--- src/rtl/regbank_write_arbiter.sv ---
`default_nettype none
// ============================================================================
// Module   : regbank_write_arbiter (with helper regbank_wb_fifo)
// Purpose  : Shares the single register-bank write port between the ALU and
//            memory-load writeback sources. Each source has its own small
//            FIFO. A registered output stage drives the bank. A pending
//            scoreboard marks every register with an in-flight write.
// Ports    : clk, rst_n          - clock, async active-low reset
//            alu_valid/ready/addr/data - ALU writeback handshake
//            mem_valid/ready/addr/data - load writeback handshake
//            regWrite/writeReg/writeData - bank write port (registered)
//            pending            - per-register in-flight write map
// Revision : 1.0 - initial release
// ============================================================================

// ----------------------------------------------------------------------------
// Per-source writeback FIFO. Writes to r0 are swallowed at the input. The
// occupancy bits feed the pending map.
// ----------------------------------------------------------------------------
module regbank_wb_fifo #(
  parameter int DATA_W = 32,
  parameter int ADDR_W = 5,
  parameter int DEPTH  = 2
) (
  input  logic                   clk,
  input  logic                   rst_n,
  input  logic                   in_valid,
  output logic                   in_ready,
  input  logic [ADDR_W-1:0]      in_addr,
  input  logic [DATA_W-1:0]      in_data,
  input  logic                   pop,
  output logic                   nonempty,
  output logic [ADDR_W-1:0]      head_addr,
  output logic [DATA_W-1:0]      head_data,
  output logic [2**ADDR_W-1:0]   pend
);
  localparam int c_PTR_W = $clog2(DEPTH);
  localparam int c_CNT_W = c_PTR_W + 1;
  localparam logic [c_CNT_W-1:0] c_FULL = c_CNT_W'(DEPTH);

  logic [ADDR_W-1:0]  r_addr [DEPTH];
  logic [DATA_W-1:0]  r_data [DEPTH];
  logic [DEPTH-1:0]   r_occ;
  logic [c_PTR_W-1:0] r_wptr;
  logic [c_PTR_W-1:0] r_rptr;
  logic [c_CNT_W-1:0] r_count;
  logic [c_CNT_W-1:0] w_count_nxt;
  logic               r_ready;
  logic               w_push;
  logic               w_enq;
  logic               w_pop;

  // The handshake completes on valid && ready even for r0; only non-zero
  // destinations take a slot.
  assign w_push    = in_valid && r_ready;
  assign w_enq     = w_push && (in_addr != '0);
  assign w_pop     = pop && nonempty;
  assign nonempty  = (r_count != '0);
  assign in_ready  = r_ready;
  assign head_addr = r_addr[r_rptr];
  assign head_data = r_data[r_rptr];

  always_comb begin
    w_count_nxt = r_count;
    if (w_enq) w_count_nxt = w_count_nxt + c_CNT_W'(1);
    if (w_pop) w_count_nxt = w_count_nxt - c_CNT_W'(1);
  end

  always_ff @(posedge clk or negedge rst_n) begin
    if (!rst_n) begin
      r_count <= '0;
      r_wptr  <= '0;
      r_rptr  <= '0;
      r_occ   <= '0;
      r_ready <= 1'b0;
    end else begin
      r_count <= w_count_nxt;
      // Ready reflects the occupancy after this edge, so a full FIFO that is
      // draining still shows ready=0 for that cycle.
      r_ready <= (w_count_nxt != c_FULL);
      if (w_enq) begin
        r_wptr        <= r_wptr + c_PTR_W'(1);
        r_occ[r_wptr] <= 1'b1;
      end
      if (w_pop) begin
        r_rptr        <= r_rptr + c_PTR_W'(1);
        r_occ[r_rptr] <= 1'b0;
      end
    end
  end

  // Payload storage needs no reset; r_occ qualifies every use of it.
  always_ff @(posedge clk) begin
    if (w_enq) begin
      r_addr[r_wptr] <= in_addr;
      r_data[r_wptr] <= in_data;
    end
  end

  always_comb begin
    pend = '0;
    for (int i = 0; i < DEPTH; i++) begin
      if (r_occ[i]) pend[r_addr[i]] = 1'b1;
    end
  end
endmodule

// ----------------------------------------------------------------------------
// Top: arbitration, starvation counter, output stage and pending map.
// ----------------------------------------------------------------------------
module regbank_write_arbiter #(
  parameter int DATA_W   = 32,
  parameter int ADDR_W   = 5,
  parameter int DEPTH    = 2,
  parameter int MAX_WAIT = 4
) (
  input  logic                 clk,
  input  logic                 rst_n,
  input  logic                 alu_valid,
  output logic                 alu_ready,
  input  logic [ADDR_W-1:0]    alu_addr,
  input  logic [DATA_W-1:0]    alu_data,
  input  logic                 mem_valid,
  output logic                 mem_ready,
  input  logic [ADDR_W-1:0]    mem_addr,
  input  logic [DATA_W-1:0]    mem_data,
  output logic                 regWrite,
  output logic [ADDR_W-1:0]    writeReg,
  output logic [DATA_W-1:0]    writeData,
  output logic [2**ADDR_W-1:0] pending
);
  localparam int c_NREG   = 2**ADDR_W;
  localparam int c_WAIT_W = $clog2(MAX_WAIT + 1);
  localparam logic [c_WAIT_W-1:0] c_MAX_WAIT = c_WAIT_W'(MAX_WAIT);

  logic                w_alu_ne;
  logic                w_mem_ne;
  logic [ADDR_W-1:0]   w_alu_head_addr;
  logic [ADDR_W-1:0]   w_mem_head_addr;
  logic [DATA_W-1:0]   w_alu_head_data;
  logic [DATA_W-1:0]   w_mem_head_data;
  logic [c_NREG-1:0]   w_alu_pend;
  logic [c_NREG-1:0]   w_mem_pend;
  logic [c_NREG-1:0]   w_out_pend;
  logic [c_NREG-1:0]   w_pending;
  logic                w_grant_alu;
  logic                w_grant_mem;
  logic [c_WAIT_W-1:0] r_wait_cnt;
  logic                r_regwrite;
  logic [ADDR_W-1:0]   r_write_reg;
  logic [DATA_W-1:0]   r_write_data;

  regbank_wb_fifo #(.DATA_W(DATA_W), .ADDR_W(ADDR_W), .DEPTH(DEPTH)) u_alu_fifo (
    .clk       (clk),
    .rst_n     (rst_n),
    .in_valid  (alu_valid),
    .in_ready  (alu_ready),
    .in_addr   (alu_addr),
    .in_data   (alu_data),
    .pop       (w_grant_alu),
    .nonempty  (w_alu_ne),
    .head_addr (w_alu_head_addr),
    .head_data (w_alu_head_data),
    .pend      (w_alu_pend)
  );

  regbank_wb_fifo #(.DATA_W(DATA_W), .ADDR_W(ADDR_W), .DEPTH(DEPTH)) u_mem_fifo (
    .clk       (clk),
    .rst_n     (rst_n),
    .in_valid  (mem_valid),
    .in_ready  (mem_ready),
    .in_addr   (mem_addr),
    .in_data   (mem_data),
    .pop       (w_grant_mem),
    .nonempty  (w_mem_ne),
    .head_addr (w_mem_head_addr),
    .head_data (w_mem_head_data),
    .pend      (w_mem_pend)
  );

  // Loads normally win; the ALU is forced through once it has lost
  // MAX_WAIT arbitrations in a row.
  assign w_grant_alu = w_alu_ne && (!w_mem_ne || (r_wait_cnt == c_MAX_WAIT));
  assign w_grant_mem = w_mem_ne && !w_grant_alu;

  always_ff @(posedge clk or negedge rst_n) begin
    if (!rst_n) begin
      r_wait_cnt <= '0;
    end else if (!w_alu_ne || w_grant_alu) begin
      r_wait_cnt <= '0;
    end else if (r_wait_cnt != c_MAX_WAIT) begin
      r_wait_cnt <= r_wait_cnt + c_WAIT_W'(1);
    end
  end

  // Address/data hold when idle; only the enable drops.
  always_ff @(posedge clk or negedge rst_n) begin
    if (!rst_n) begin
      r_regwrite   <= 1'b0;
      r_write_reg  <= '0;
      r_write_data <= '0;
    end else begin
      r_regwrite <= w_grant_alu || w_grant_mem;
      if (w_grant_alu) begin
        r_write_reg  <= w_alu_head_addr;
        r_write_data <= w_alu_head_data;
      end else if (w_grant_mem) begin
        r_write_reg  <= w_mem_head_addr;
        r_write_data <= w_mem_head_data;
      end
    end
  end

  assign regWrite  = r_regwrite;
  assign writeReg  = r_write_reg;
  assign writeData = r_write_data;

  always_comb begin
    w_out_pend = '0;
    if (r_regwrite) w_out_pend[r_write_reg] = 1'b1;
  end

  always_comb begin
    w_pending    = w_alu_pend | w_mem_pend | w_out_pend;
    w_pending[0] = 1'b0;
  end

  assign pending = w_pending;
endmodule
`default_nettype wire

--- config.mk ---
export PLATFORM = sky130hd
export DESIGN_NAME = regbank_write_arbiter
export DESIGN_NICKNAME = d
export VERILOG_FILES = /design/src/rtl/regbank_write_arbiter.sv
export SDC_FILE = /design/constraint.sdc
export NUM_CORES = 1
export LEC_CHECK = 0
export ABC_AREA = 1
export CAP_MARGIN = 20
export CORE_UTILIZATION = 54
export CTS_CLUSTER_DIAMETER = 40
export DETAILED_ROUTE_END_ITERATION = 10
export HOLD_SLACK_MARGIN = 0.02
export MAX_ROUTING_LAYER = met4
export PLACE_DENSITY_LB_ADDON = 0.1
export SYNTH_ARGS = -nofsm -noshare
export SYNTH_HDL_FRONTEND = slang
export SYNTH_SLANG_ARGS = --single-unit
--- constraint.sdc ---
create_clock -name clk -period 2.9 [get_ports clk]
set_input_delay 0.29 -clock clk [delete_from_list [all_inputs] [get_ports clk]]
set_output_delay 0.29 -clock clk [all_outputs]
set_load 0.02 [all_outputs]
==> impl_summary.md <==
Status
The run finished with clean final reports.

Critical path
The slowest stage cell on the critical path is clkdlybuf4s50_1. Counting both buffers and inverters, the worst setup path holds a total of 1. At the worst endpoint, the arrival time is 2.55 ns. In this design, the stage delay of the slowest critical-path cell is 0.67 ns. The kind of start point of the critical path is a register. For the worst setup path, the data required time is 2.61 ns.

The worst reg-to-reg setup slack is 0.90 ns. The maximum fanout along the worst path is 9. The setup path with the least slack is of type register to primary output. STA classifies the critical path endpoint as a primary output. The family with the most delay on the worst path is buffers and inverters. Traced cell by cell, the critical path runs through nand3_1, nor2_1, a21oi_1, o2111ai_1, clkdlybuf4s50_1.

GRT
The first global-routing pass estimated 40.8 mm of wire. The number of antenna violations at the first check in global routing was 0. The largest net degree at the start of global routing is 58. The total global routing track utilization is 30.9%. The via count of the first global-routing pass came to 7,649. Summed over all layers, the global routing overflow is 0.

Cells and area
The post-route netlist has 8.52% of its cells at a drive strength greater than 1. The non-filler instance count after layout is 1,359. The number of nets at the end of the flow is 1,201. The finished cells cover 12,000 µm². The number of antenna repair diodes is 0. The post-synthesis to final-layout area growth is 29.1%.

Power
The ratio of total power to cell area is 1060 nW/µm². Power comes to 12.8 mW. Summed over all cells, the static leakage comes to 5.03 nW.

The worst-case vdd ir drop is 0.831 mV.

STA
At the pin with the least slew margin, the transition time is 0.747 ns. The total count of hold-check failures in the final report is 0. After routing, the total negative slack on setup checks comes to 0 ns. The achievable clock frequency is 0.352 GHz. The shortest clock period the worst path allows after layout is 2.84 ns. Setup repair after global routing left no endpoint under its margin. The final critical path takes up 97.9% of the cycle. The max-slew headroom at the worst pin is 50.1%.

Setup violations remaining at the end of the flow were counted as 0. The final max-slew violation count is 0. In the post-route analysis, the smallest setup slack over all paths is 0.0614 ns. For the final database, setup skew stands at 0.0139 ns.

Yosys
The most used flip-flop cell after synthesis is edfxtp_1. The unique cell type count in the Yosys netlist is 31. The number of standard cells after synthesis is 951. The share of the Yosys chip area taken by registers is 62.5%. In this run the biggest area consumer among cell types represents 47.7% of the synthesized area.

The summed instance area of the synthesized netlist is 9320 µm². By area the synthesized netlist is led by edfxtp_1, dfrtp_1, nand2_1. In the synthesized netlist, the cells that appear most often are nand2_1, edfxtp_1, inv_1, a21oi_1, nand3_1. The synthesized net count is 1,033. The cell with the most instances after synthesis is nand2_1.

The number of synthesized flops with an enable pin is 148. The Yosys step of the flow raised 0 warnings. The async set or reset register ratio after synthesis is 27.1%. Counting flops and latches in the post-synthesis netlist gives 203. edfxtp_1 takes more of the synthesized area than any other cell. The mean instance size in the synthesized netlist is 9.80 µm².

CTS
The number of buffers added by the clock tree synthesis step is 26. The clock transition time at the flip-flop clock pins of the worst setup and hold paths is 0.06 ns. The clock drives 203 sinks. In this run the number of H-tree levels came out at 1. The source-to-sink clock delay at the later pin of the worst-skew pair is 0.52 ns. The tree is rooted in a clkbuf_16. The clock passes through at most 3 buffers.

TritonCTS built the clock tree. The post-CTS setup buffer count is 0.

Place
The total instance count after detailed placement is 1,310. The total cell area at the placement stage is 11,100 µm². During placement, the flow inserted port buffers numbering 148.

Timing analysis after detailed placement gives a worst setup slack of 0.634 ns. The congestion estimate from routability-driven global placement came to 1.01. Summed over all nets, the half-perimeter wirelength after detailed placement is 17.3 mm.

Die
The floorplan core area is 16,700 µm². The count of standard-cell rows is 47. The total I/O pin count is 150. The floorplan die height is 133 µm. The die width is 133 µm. For this configuration, the core starts out at a cell density of 55.8%. The floorplan step defined a die boundary enclosing 17,800 µm².

Worst hold path
The type of the worst min-delay path is input pin to asynchronous set/reset pin.

Drt
Dividing the detail-routed wire length by the instance count gives 19.0 µm. The remaining antenna violation count after routing is 0. The detailed router finished its first iteration with 710 violations. Summing over every cut layer, the via total after detailed routing is 7,666.

The via density per instance is 5.64. After detailed routing, the total wire length is 25.9 mm. The detailed-route DRC error count is 0. The first detailed-routing pass took 5 iterations.

Run
The max-capacitance violation count is 0.
## state kept, by name (all words and copies together) (netlist names)
register	cells
u_alu_fifo.r_data	64
u_mem_fifo.r_data	64
writeData	32
u_alu_fifo.r_addr	10
u_mem_fifo.r_addr	10
writeReg	5
r_wait_cnt	3
u_alu_fifo.r_count	2
u_alu_fifo.r_occ	2
u_mem_fifo.r_count	2
u_mem_fifo.r_occ	2
regWrite	1
u_alu_fifo.in_ready	1
u_alu_fifo.r_rptr	1
u_alu_fifo.r_wptr	1
u_mem_fifo.in_ready	1
u_mem_fifo.r_rptr	1
u_mem_fifo.r_wptr	1
## where the power goes
part	internal [mW]	switching (mW)	total (mW)	leakage, nW
sequential	4.03	0.502	4.53	2.03
combinational	1.90	3.22	5.13	2.58
clock	1.88	1.24	3.12	0.417
total	7.81	4.97	12.8	5.03
## repair_timing
action / in CTS / in global routing
resized for setup: 0 / 4
endpoints found under the hold margin: 13 / 0
endpoints found under the setup margin: 0 / 3
hold buffers: 1 / 0
## cells by family (layout without fill, tap and decap cells)
logic type	Yosys count	in the layout	share of synthesized area (%)
simple gates	391	391	17.4
flops	203	203	62.5
compound gates	173	173	10.5
fa+ha+maj	4	4	0.537
buf+inv	161	349	6.97
xor+xnor	3	3	0.282
mux	15	15	1.81
other cells	1	1	0.0402
## layout make-up
| class | instances | area [µm²] |
|---|---|---|
| inverters | 129 | 484 |
| flip-flops and latches | 203 | 5820 |
| repair buffers | 172 | 1710 |
| multi-input cells | 587 | 2880 |
| well taps | 220 | 275 |
| fillers | 1208 | 4670 |
| clock buffers | 28 | 668 |
| clock inverters | 20 | 195 |
## placed cells by master, fill, tap and decap left out, types with 19 or more instances in the layout
| cell | count |
|---|---|
| o21ai_0 | 51 |
| clkbuf_16 | 26 |
| dfrtp_1 | 53 |
| a21oi_1 | 77 |
| nor2_1 | 50 |
| buf_4 | 19 |
| clkdlybuf4s50_1 | 147 |
| nand3_1 | 64 |
| edfxtp_1 | 148 |
| inv_1 | 123 |
| nand2_1 | 238 |
## worst paths after layout
path,start,to,cells after the start
setup / recovery,u_mem_fifo.r_occ[1]$_DFF_PN0_,pending[19],5
hold / removal,rst_n,writeReg[4]$_DFFE_PN0P_,2
setup reg to reg,u_mem_fifo.r_count[0]$_DFF_PN0_,u_alu_fifo.r_count[1]$_DFF_PN0_,10
hold reg to reg,writeData[22]$_DFFE_PN0P_,writeData[22]$_DFFE_PN0P_,2
max in group asynchronous,rst_n,u_alu_fifo.r_rptr$_DFFE_PN0P_,3
min in group clk,alu_data[19],u_alu_fifo.r_data[0][19]$_DFFE_PP_,1
## metrics by stage
| step | hold slack (ns) | util [%] |
|---|---|---|
| global placement | 0.219 | 66.7 |
| global route | 0.309 | 72.0 |
| CTS | 0.286 | 71.9 |
| floorplan | -0.00559 | - |
| finish | 0.265 | 72.0 |
| detailed placement | 0.214 | 66.7 |
## metal layers
layer  global-route usage, %  vias to the layer above  wire length, µm
li1                        -                     3568                -
met1                    39.7                     3645            10500
met2                    50.3                      389            12700
met3                    4.19                       64             1880
met4                    11.6                        0              781
met5                       -                        -                0
No activity file was read; power rests on OpenSTA's default activity.
